[src/rtl/hada_sign_compose.sv]
// Sign/magnitude to two's-complement composer, two-stage valid/ready pipeline.
// Define HADA_SIGN_COMPOSE_SAT_EN to saturate overflowed results instead of wrapping.
module hada_sign_compose #(
    parameter int WIDTH = 32
) (
    input  logic             clk,
    input  logic             rst,
    input  logic             in_valid,
    output logic             in_ready,
    input  logic [WIDTH-1:0] in_mag,
    input  logic [1:0]       in_sgn,
    output logic             out_valid,
    input  logic             out_ready,
    output logic [WIDTH-1:0] out_data,
    output logic             out_ovf,
    output logic [15:0]      ovf_count
);

    localparam logic [WIDTH-1:0] MAX_POS = {1'b0, {(WIDTH-1){1'b1}}};
    localparam logic [WIDTH-1:0] MIN_NEG = {1'b1, {(WIDTH-1){1'b0}}};

    logic             s1_valid;
    logic [WIDTH-1:0] s1_mag;
    logic [1:0]       s1_sgn;
    logic             s1_adv;
    logic [WIDTH-1:0] neg_mag;
    logic [WIDTH-1:0] res_data;
    logic             res_ovf;

    // S2 can take a new beat when empty or when its beat leaves this cycle.
    assign s1_adv   = !out_valid || out_ready;
    assign in_ready = !s1_valid || s1_adv;

    // Compose the signed result and overflow flag from the S1 beat.
    always_comb begin
        res_data = '0;
        res_ovf  = 1'b0;
        neg_mag  = '0 - s1_mag;
        case (s1_sgn)
            2'b01: begin
                res_ovf = s1_mag[WIDTH-1];
`ifdef HADA_SIGN_COMPOSE_SAT_EN
                res_data = res_ovf ? MAX_POS : s1_mag;
`else
                res_data = s1_mag;
`endif
            end
            2'b11: begin
                // Only magnitudes strictly above 2^(W-1) fall out of range.
                res_ovf = s1_mag[WIDTH-1] && (|s1_mag[WIDTH-2:0]);
`ifdef HADA_SIGN_COMPOSE_SAT_EN
                res_data = res_ovf ? MIN_NEG : neg_mag;
`else
                res_data = neg_mag;
`endif
            end
            2'b10: begin
                res_ovf  = 1'b1;
                res_data = '0;
            end
            default: begin
                res_ovf  = 1'b0;
                res_data = '0;
            end
        endcase
    end

    // S1: capture the input beat whenever the stage is free to move.
    always_ff @(posedge clk or posedge rst) begin
        if (rst) begin
            s1_valid <= 1'b0;
            s1_mag   <= '0;
            s1_sgn   <= 2'b00;
        end else if (in_ready) begin
            s1_valid <= in_valid;
            if (in_valid) begin
                s1_mag <= in_mag;
                s1_sgn <= in_sgn;
            end
        end
    end

    // S2: register the composed result; held while stalled downstream.
    always_ff @(posedge clk or posedge rst) begin
        if (rst) begin
            out_valid <= 1'b0;
            out_data  <= '0;
            out_ovf   <= 1'b0;
        end else if (s1_adv) begin
            out_valid <= s1_valid;
            if (s1_valid) begin
                out_data <= res_data;
                out_ovf  <= res_ovf;
            end
        end
    end

    // Count delivered overflow beats, sticking at all-ones.
    always_ff @(posedge clk or posedge rst) begin
        if (rst) begin
            ovf_count <= 16'h0000;
        end else if (out_valid && out_ready && out_ovf
                     && (ovf_count != 16'hFFFF)) begin
            ovf_count <= ovf_count + 16'd1;
        end
    end

endmodule

[config.mk]
export PLATFORM = sky130hd
export DESIGN_NAME = hada_sign_compose
export DESIGN_NICKNAME = d
export VERILOG_FILES = /design/src/rtl/hada_sign_compose.sv
export SDC_FILE = /design/constraint.sdc
export NUM_CORES = 1
export LEC_CHECK = 0
export CAP_MARGIN = 15
export CORE_MARGIN = 2
export CORE_UTILIZATION = 57
export CTS_BUF_LIST = sky130_fd_sc_hd__clkbuf_4 sky130_fd_sc_hd__clkbuf_8
export DETAILED_ROUTE_END_ITERATION = 10
export HOLD_SLACK_MARGIN = 0.02
export PLACE_DENSITY = 0.86
export REMOVE_ABC_BUFFERS = 1
export SLEW_MARGIN = 25
export SYNTH_ARGS = -nofsm -noshare
export SYNTH_HDL_FRONTEND = slang
export SYNTH_SLANG_ARGS = --single-unit
[constraint.sdc]
create_clock -name clk -period 5.1 [get_ports clk]
set_input_delay 1.02 -clock clk [delete_from_list [all_inputs] [get_ports clk]]
set_output_delay 1.02 -clock clk [all_outputs]
set_load 0.01 [all_outputs]
==> flow_metrics.tcl <==
set metrics [dict create \
    synth_area_leaders "dfrtp_1, mux2_2, xor2_1" \
    drtAntennaViolNets 0 \
    dr.pass1.iters 5 \
    ir_worst_vdd_mv 0.213 \
    seq_area_mm2 0.00213 \
    h-tree-depth 3 \
    yosysTopAreaCell "dfrtp_1" \
    dieArea_mm2 0.00841 \
    antenna_found_initial 0 \
    die_width_um 91.7 \
    reg2regPathDepth 5 \
    grt_pass1_vias 3760 \
    final_common_cell "clkdlybuf4s50_1" \
    cts_made_buffers 9 \
    synthCells 419 \
    io_buffers 88 \
    power.switching_uw 644 \
    placed_cell_area_mm2 0.00531 \
    tns_ps 0 \
    clkPwrFrac_pct 26.4 \
    synth-edff-count 0 \
    p_comb_share_pct 27.8 \
    fmax_mhz 264 \
    power.density_mw_per_mm2 370 \
    core-area_mm2 0.00737 \
    cts_setup_buffers 0 \
    hp-class "reg -> reg" \
    tightest_slew_ps 804 \
    start_kind "input pin" \
    clockBufferDepth 2 \
    num_rows 31 \
    reg2reg_from "out_valid$_DFFE_PP0P_" \
    drt-wirelength-per-cell_um 18.5 \
    drt_iter0_markers 311 \
    synthFlopType "dfrtp_1" \
    grt_overflow_total 0 \
    clk_latency_ps 360 \
    crit_fanout 9 \
    synth-warning-count 0 \
    setup_slack_ps 1320 \
    p_int_mw 1.41 \
    sw_frac_of_total_pct 31.4 \
    synth_seq_cells 85 \
    nNetsFinal 536 \
    io_pins 89 \
    rrSetupSlack_ps 2430 \
    final_util_pct 75.2 \
    grt_pass1_wl_mm 18.3 \
    avgSynthCellArea_um2 10.5 \
    totalWireLength_mm 11.1 \
    cts_resized 0 \
    place.gp.congestion 0.895 \
    fillers 515 \
    cap_viol_max_count 0 \
    layoutNonFillerInstCount 600 \
    dpl.cell_count 584 \
    place_ws_ps 1360 \
    crit_end "in_ready" \
    ctsHoldBuffers 0 \
    worstPathRequired_ps 4080 \
    die_h_um 91.7 \
    multi_input_area_mm2 0.00211 \
    maxSlewViolCount 0 \
    synthArstFlopShare_pct 100 \
    critPathKind "in -> out" \
    synth_top_cell_area_share_pct 48.5 \
    drive_gt1_share_pct 13.2 \
    r2r-end "s1_mag[28]$_DFFE_PP0P_" \
    clk_pin_slew_worst_paths_ps 80 \
    final_hold_viol_count 0 \
    start_util_pct 59.5 \
    cts_tree "yes" \
    skew_ps 10.2 \
    hold_slack_ps 478 \
    min_period_ps 3780 \
    cp-end-kind "output pin" \
    fin_crit_sh_pct 74.2 \
    slew-limit-headroom_pct 46.0 \
    vias_per_cell 6.36 \
    antennaDiodeCount 0 \
    ys_types 47 \
    mostFrequentLayoutCells "clkdlybuf4s50_1, dfrtp_1, mux2_2" \
    synth.cell_area_mm2 0.00439 \
    grt_use_total_pct 27.4 \
    clock_sinks 85 \
    sequentialPowerShare_pct 45.8 \
    design_area_mm2 0.00554 \
    drc 0 \
    dp_hpwl_mm 7.63 \
    ys_seq_area_share_pct 48.5 \
    startpoint "out_ready" \
    grt_max_degree 49 \
    power.total_mw 2.05 \
    cp.arrival_ps 2760 \
    status "finished, final reports clean" \
    vias 3815 \
    p_leak_nw 2.25 \
    cts_root_buf "clkbuf_8" \
    setup-violations-final 0 \
    area_growth_pct 26.4 \
    rsz0062_at_grt "no" \
]
==> per-layer routing <==
layer	wire [µm]	vias up	global-route usage [%]
met5	0	-	0
met4	247	0	11.3
met3	723	23	3.78
met2	5650	166	46.7
met1	4460	1886	35.3
li1	-	1740	-
==> layout make-up <==
| type | instances | share of cell area [%] |
|---|---|---|
| Sequential cell | 85 | 38.4 |
| Multi-Input combinational cell | 298 | 38.1 |
| Timing Repair Buffer | 93 | 16.6 |
| Clock buffer | 11 | 2.62 |
| Tap cell | 99 | 2.23 |
| Clock inverter | 5 | 1.49 |
| Inverter | 9 | 0.632 |
==> cell usage after synthesis (8+ instances only) <==
cell type  number
dfrtp_1        85
mux2_2         35
nand2_1        33
xor2_1         23
nand3_1        22
clkbuf_1       19
nand4_1        17
nor2_1         16
or4_1          15
o21ai_0        14
o31ai_1        13
nor4_1          9
a21oi_1         8
inv_1           8
nand2b_1        8
==> state kept, by name (all words and copies together), names as in the netlist <==
name and count:
out_data 32, out_ovf 1, out_valid 1, ovf_count 16, s1_mag 32, s1_sgn 2
s1_valid 1
==> power groups by stage <==
| stage | clock [mW] | combinational (mW) | sequential [mW] |
|---|---|---|---|
| after global placement | 0 | 0.549 | 0.944 |
| after global routing | 0.580 | 0.620 | 0.959 |
| final | 0.543 | 0.570 | 0.941 |
| after CTS | 0.549 | 0.575 | 0.937 |
| after floorplan | 0 | 0.250 | 0.958 |
| after detailed placement | 0 | 0.569 | 0.947 |
==> how the worst min path moves through the flow <==
| stage | depth (start not counted) | slack [ps] | from | endpoint |
|---|---|---|---|---|
| floorplan | 1 | 510 | s1_mag[7]$_DFFE_PP0P_ | s1_mag[7]$_DFFE_PP0P_ |
| global placement | 2 | 460 | out_data[7]$_DFFE_PP0P_ | out_data[7]$_DFFE_PP0P_ |
| detailed placement | 2 | 470 | out_data[5]$_DFFE_PP0P_ | out_data[5]$_DFFE_PP0P_ |
| finish | 2 | 480 | out_data[1]$_DFFE_PP0P_ | out_data[1]$_DFFE_PP0P_ |
| CTS | 2 | 490 | out_data[5]$_DFFE_PP0P_ | out_data[5]$_DFFE_PP0P_ |
| global route | 2 | 510 | out_data[0]$_DFFE_PP0P_ | out_data[0]$_DFFE_PP0P_ |
==> kinds of logic (layout without fill, tap and decap cells) <==
kind of cell    count (synthesis)  after routing  synth area share (%)
simple gates                  156            156                  19.8
flops                          85             85                  48.5
compound gates                 75             75                  12.6
mux                            37             37                  9.44
buf+inv                        36            118                  3.51
xor+xnor                       28             28                  5.59
fa+ha+maj                       2              2                 0.570
==> critical path, stage by stage <==
cell and delay, ps:
clkdlybuf4s50_1 450, nor2b_1 580, nand2_1 190, clkdlybuf4s50_1 520
Power figures use the tool's default switching activity.
